`config.mk`:
```
export PLATFORM = sky130hd
export DESIGN_NAME = pixel_serializer
export DESIGN_NICKNAME = d
export VERILOG_FILES = /design/src/rtl/mandelbrot_pkg.sv /design/src/rtl/pixel_pos_counter.sv /design/src/rtl/pixel_serializer.sv
export SDC_FILE = /design/constraint.sdc
export NUM_CORES = 1
export LEC_CHECK = 0
export CORE_ASPECT_RATIO = 1.25
export CORE_MARGIN = 2
export CORE_UTILIZATION = 50
export CTS_CLUSTER_DIAMETER = 200
export CTS_CLUSTER_SIZE = 28
export DETAILED_ROUTE_END_ITERATION = 7
export PLACE_DENSITY_LB_ADDON = 0.3
export REMOVE_ABC_BUFFERS = 1
export SLEW_MARGIN = 25
export SYNTH_ARGS = -nofsm -noshare
export SYNTH_HDL_FRONTEND = slang
export SYNTH_HIERARCHICAL = 1
export SYNTH_SLANG_ARGS = --single-unit
```
`constraint.sdc`:
```
create_clock -name clk -period 39.7 [get_ports clk]
set_input_delay 7.94 -clock clk [delete_from_list [all_inputs] [get_ports clk]]
set_output_delay 7.94 -clock clk [all_outputs]
set_load 0.05 [all_outputs]
```
`src/rtl/mandelbrot_pkg.sv`:
```
// Shared constants and types for the Mandelbrot render pipeline.
// Screen geometry, engine count and pixel format used by the engines and the serializer.
package mandelbrot_pkg;

    localparam int RBG_SIZE      = 24;
    localparam int NUM_ENGINES   = 12;
    localparam int SCREEN_WIDTH  = 640;
    localparam int SCREEN_HEIGHT = 480;

    typedef logic [RBG_SIZE-1:0] rgb_t;

    typedef enum logic {
        EMPTY,
        SHIFT
    } ser_state_t;

endpackage

```
`src/rtl/pixel_pos_counter.sv`:
```
// Raster x/y position tracker; advances one pixel per asserted advance, wrapping per line and frame.
// Latency: position updates on the edge where advance is sampled; flags are combinational from the counters.
module pixel_pos_counter
    import mandelbrot_pkg::*;
#(
    parameter int WIDTH  = SCREEN_WIDTH,
    parameter int HEIGHT = SCREEN_HEIGHT,
    localparam int XW    = (WIDTH  > 1) ? $clog2(WIDTH)  : 1,
    localparam int YW    = (HEIGHT > 1) ? $clog2(HEIGHT) : 1
) (
    input  logic          clk,
    input  logic          rst,
    input  logic          advance,
    output logic [XW-1:0] x,
    output logic [YW-1:0] y,
    output logic          at_sof,
    output logic          at_eol,
    output logic          at_eof
);

    logic [XW-1:0] x_q, x_d;
    logic [YW-1:0] y_q, y_d;

    assign x      = x_q;
    assign y      = y_q;
    assign at_sof = (x_q == '0) && (y_q == '0);
    assign at_eol = (x_q == XW'(WIDTH - 1));
    assign at_eof = at_eol && (y_q == YW'(HEIGHT - 1));

    always_comb begin
        x_d = x_q;
        y_d = y_q;
        if (advance) begin
            if (at_eol) begin
                x_d = '0;
                y_d = at_eof ? '0 : y_q + YW'(1);
            end else begin
                x_d = x_q + XW'(1);
            end
        end
    end

    always_ff @(posedge clk) begin
        if (rst) begin
            x_q <= '0;
            y_q <= '0;
        end else begin
            x_q <= x_d;
            y_q <= y_d;
        end
    end

endmodule

```
`src/rtl/pixel_serializer.sv`:
```
// Serializes a batch of NUM_ENGINES parallel colour results into a one-pixel-per-cycle video stream with SOF/EOL.
// Latency: batch accepted at edge N shows lane 0 in the following cycle; backpressure on out_ready holds all state.
module pixel_serializer
    import mandelbrot_pkg::ser_state_t, mandelbrot_pkg::EMPTY, mandelbrot_pkg::SHIFT;
#(
    parameter int RBG_SIZE      = mandelbrot_pkg::RBG_SIZE,
    parameter int NUM_ENGINES   = mandelbrot_pkg::NUM_ENGINES,
    parameter int SCREEN_WIDTH  = mandelbrot_pkg::SCREEN_WIDTH,
    parameter int SCREEN_HEIGHT = mandelbrot_pkg::SCREEN_HEIGHT
) (
    input  logic                clk,
    input  logic                rst,
    input  logic                in_valid,
    output logic                in_ready,
    input  logic [RBG_SIZE-1:0] in_rgb [NUM_ENGINES],
    output logic                out_valid,
    input  logic                out_ready,
    output logic [RBG_SIZE-1:0] out_data,
    output logic                out_sof,
    output logic                out_eol,
    output logic                frame_done
);

    localparam int LW = (NUM_ENGINES > 1) ? $clog2(NUM_ENGINES) : 1;
    localparam int XW = (SCREEN_WIDTH > 1) ? $clog2(SCREEN_WIDTH) : 1;
    localparam int YW = (SCREEN_HEIGHT > 1) ? $clog2(SCREEN_HEIGHT) : 1;

    ser_state_t          state_q, state_d;
    logic [LW-1:0]       lane_q, lane_d;
    logic [LW-1:0]       last_lane_q, last_lane_d;
    logic                frame_done_q, frame_done_d;
    logic [RBG_SIZE-1:0] lane_buf_q [NUM_ENGINES];
    logic [RBG_SIZE-1:0] lane_buf_d [NUM_ENGINES];

    logic [XW-1:0]       pos_x;
    logic [YW-1:0]       pos_y;
    logic                at_sof, at_eol, at_eof;
    logic                out_hs, last_hs, in_acc;
    logic [XW-1:0]       x_start;
    int                  rem;

    pixel_pos_counter #(
        .WIDTH  (SCREEN_WIDTH),
        .HEIGHT (SCREEN_HEIGHT)
    ) u_pos (
        .clk     (clk),
        .rst     (rst),
        .advance (out_hs),
        .x       (pos_x),
        .y       (pos_y),
        .at_sof  (at_sof),
        .at_eol  (at_eol),
        .at_eof  (at_eof)
    );

    assign out_valid  = (state_q == SHIFT);
    assign out_data   = lane_buf_q[lane_q];
    assign out_sof    = out_valid && at_sof;
    assign out_eol    = out_valid && at_eol;
    assign frame_done = frame_done_q;

    always_comb begin
        out_hs       = out_valid && out_ready;
        last_hs      = out_hs && (lane_q == last_lane_q);
        in_ready     = !rst && ((state_q == EMPTY) || last_hs);
        in_acc       = in_valid && in_ready;
        state_d      = state_q;
        lane_d       = lane_q;
        last_lane_d  = last_lane_q;
        lane_buf_d   = lane_buf_q;
        frame_done_d = out_hs && at_eof;

        // A batch accepted alongside the last handshake starts at the post-advance column.
        x_start = pos_x;
        if (out_hs) begin
            x_start = at_eol ? '0 : pos_x + XW'(1);
        end
        rem = SCREEN_WIDTH - int'(x_start);

        if (in_acc) begin
            lane_buf_d  = in_rgb;
            lane_d      = '0;
            last_lane_d = (rem >= NUM_ENGINES) ? LW'(NUM_ENGINES - 1) : LW'(rem - 1);
            state_d     = SHIFT;
        end else if (last_hs) begin
            state_d = EMPTY;
        end else if (out_hs) begin
            lane_d = lane_q + LW'(1);
        end
    end

    always_ff @(posedge clk) begin
        if (rst) begin
            state_q      <= EMPTY;
            lane_q       <= '0;
            last_lane_q  <= '0;
            frame_done_q <= 1'b0;
        end else begin
            state_q      <= state_d;
            lane_q       <= lane_d;
            last_lane_q  <= last_lane_d;
            frame_done_q <= frame_done_d;
        end
    end

    always_ff @(posedge clk) begin
        lane_buf_q <= lane_buf_d;
    end

endmodule
```
==> run_results.csv <==
group,metric,value,unit
synth,synth_edf_count,288,
min_path,min_path_cells,2,
sta,skew,25.3,ps
clock_network,h-tree-depth,1,
critical_path,worst_path_max_delay_cell,"clkdlybuf4s50_1",
critical_path,critPathBufInv,2,
critical_path,critPathMaxStageDelay,810,ps
critical_path,crit_chain,"clkdlybuf4s50_1 > a21oi_1 > nor2_1 > clkdlybuf4s50_1",
sta,hold_viol,0,
critical_path,path_max_fanout,9,
floorplanning,start_util,0.512,
synth,syn-cell-area,13000,µm²
synth,synth_ff_type,"edfxtp_1",
synth,synth.most_common_cell,"edfxtp_1",
clock_network,clockBufferDepth,3,
synth,synth_largest_area_cell,"edfxtp_1",
clock_network,cts_hold_buffers,0,
min_path,worst_hold_path_type,"register to register",
floorplanning,ios,321,
synth,synthCells,733,
floorplanning,die_area,27300,µm²
flow_run,cap_violations,0,
sta,finalMaxSlewViolations,0,
synth,syn_area_per_cell,17.7,µm²
finish,area_delta_synth_final,30.8,%
clock_network,clkSinkCount,317,
drt,vias,7578,
placement,dp_cells,1363,
placement,gp_congestion,0.846,
synth,yosysSeqAreaShare,0.710,
power,ir_worst_vdd,0.0532,mV
floorplanning,row_count,65,
grt,grt_pass1_vias,8054,
sta,fmax,56.4,MHz
synth,synthTopCellsByArea,"edfxtp_1 67%, mux4_2 12%, dfxtp_1 4.5%, mux2i_1 2.1%, inv_1 1.2%",
drt,route.detailed.drc,0,
critical_path,crit_type,"primary input to output port",
critical_path,start_kind,"primary input",
drt,route.antenna.remaining_nets,0,
critical_path,worstSetupEndpointType,"output port",
sta,setup_violations,0,
finish,layout.cells.non_filler,1393,
drt,dr.pass1.iters,5,
critical_path,worst-path-stages,4,
sta,period_share,0.447,
drt,drt-met1-wl,10.9,mm
grt,antenna_found_initial,7,
floorplanning,die_h,184,µm
critical_path,path_delay_family,"buffers and inverters",
clock_network,cts-root-buf,"clkbuf_16",
finish,drive_gt1_frac,0.111,
run_status,status,"complete, no violations",
power,p_leak,5.46,nW
sta,rsz0062_at_grt,"no",
floorplanning,fp.dieW,148,µm
synth,synth_cell_types,58,
synth,postSynthRegisterBits,317,
synth,synthTopCellsByCount,"288 x edfxtp_1, 72 x mux4_2, 42 x inv_1, 29 x dfxtp_1, 29 x nor2_1",
grt,grt_max_degree,170,
drt,wl_met2,16.2,mm
placement,place_hpwl,21.6,mm
synth,yosys_warnings,6,
critical_path,crit_top_cell,"clkdlybuf4s50_1",
floorplanning,coreArea,25400,µm²
power,p_per_area,36.9,nW/µm²
clock_network,cts_resized,0,
sta,tns,0,ps
finish,nets,1345,
critical_path,reg2regPathDepth,6,
critical_path,crit_required,31760,ps
grt,grt_pass1_wl,44.7,mm
clock_network,clkLatencyLatePin,490,ps
clock_network,tritoncts,"done",
sta,worst_pin_slew,984,ps
drt,totalWireLength,30.2,mm
clock_network,clk_pin_slew,100,ps
clock_network,post-cts-setup-buffers,0,
drt,wl_per_cell,21.7,µm
drt,via_per_inst,5.44,
synth,yosysTopAreaCellShare,0.666,
sta,slew_headroom,0.344,
placement,io_buffers,320,
sta,fin_crit,17740,ps
clock_network,numCtsBuffers,15,
drt,first_iter_violations,469,
drt,highest_layer,"met5",
grt,grt_overflow,0,
drt,wl_met3,2.10,mm
grt,track_usage,0.218,
synth,async_flop_share,0,
critical_path,critical_path_arrival,9800,ps
[layout make-up]
| type | count | area (µm²) |
|---|---|---|
| Antenna cell | 5 | 12.5 |
| Inverter | 42 | 158 |
| Tap cell | 335 | 419 |
| Clock buffer | 24 | 409 |
| Sequential cell | 317 | 9240 |
| Fill cell | 1759 | 8370 |
| Multi-Input combinational cell | 340 | 3460 |
| Timing Repair Buffer | 329 | 3280 |
| Clock inverter | 1 | 20.0 |
[path summary, 6_finish.rpt]
kind,slack (ps),to,startpoint
worst max-delay path,21960,in_ready,out_ready
worst min-delay path,520,u_pos/y[0],u_pos/y[0]
worst max register to register,35760,lane_buf_q[108],lane_q[0]
worst min register to register,520,u_pos/y[0],u_pos/y[0]
[registers in the layout (all words and copies together), names as in the netlist]
name,flops
frame_done,1
lane_buf_q,288
u_pos/x,10
u_pos/y,9
out_valid,1
lane_q,4
last_lane_q,4
[cell families after synthesis]
family / after synthesis / synth area share
flops: 317 / 0.710
fa+ha+maj: 8 / 0.00770
xor+xnor: 23 / 0.0155
compound gates: 78 / 0.0403
simple gates: 132 / 0.0566
buf+inv: 76 / 0.0240
mux: 99 / 0.146
[cell usage in the layout (no fill, tap or decap), drive strengths merged, types with 11 or more instances in the layout]
master	synthesis	layout
clkdlybuf4s50	0	320
edfxtp	288	288
nand3	15	15
dfxtp	29	29
mux4	72	72
nor3	14	14
xnor2	14	14
nor2	29	29
o21ai	12	12
clkbuf	13	24
mux2i	27	27
o22ai	25	25
nand4	11	11
inv	42	43
nand2	25	25
a21oi	18	18
[through the flow]
step / setup WS (ps) / utilization / instance area, µm² / hold WS [ps] / power [mW]
2_1_floorplan: 18540 / - / 12800 / 464 / 0.431
3_3_place_gp: 21970 / 0.653 / 16600 / 492 / 0.463
3_5_place_dp: 21960 / 0.653 / 16600 / 504 / 0.465
4_1_cts: 21960 / 0.670 / 17000 / 521 / 0.635
5_1_grt: 21890 / 0.670 / 17000 / 554 / 0.651
6_report: 21960 / 0.670 / 17000 / 523 / 0.628
[where the power goes]
part	internal (mW)	leakage, nW	switching, mW
registers	0.380	2.91	0.00536
clock network	0.0733	0.205	0.0981
logic	0.0416	2.35	0.0295
[metal layers]
layer | GRT usage | up-vias
met5 | 0 | -
met4 | 0.0709 | 4
met3 | 0.0550 | 53
met2 | 0.393 | 255
met1 | 0.255 | 3720
li1 | - | 3546
[tightest hold or removal path, stage by stage (launching register included)]
cell and delay, ps:
dfxtp_1 360, nand2_1 70, a21oi_1 50
Power figures use the tool's default switching activity.
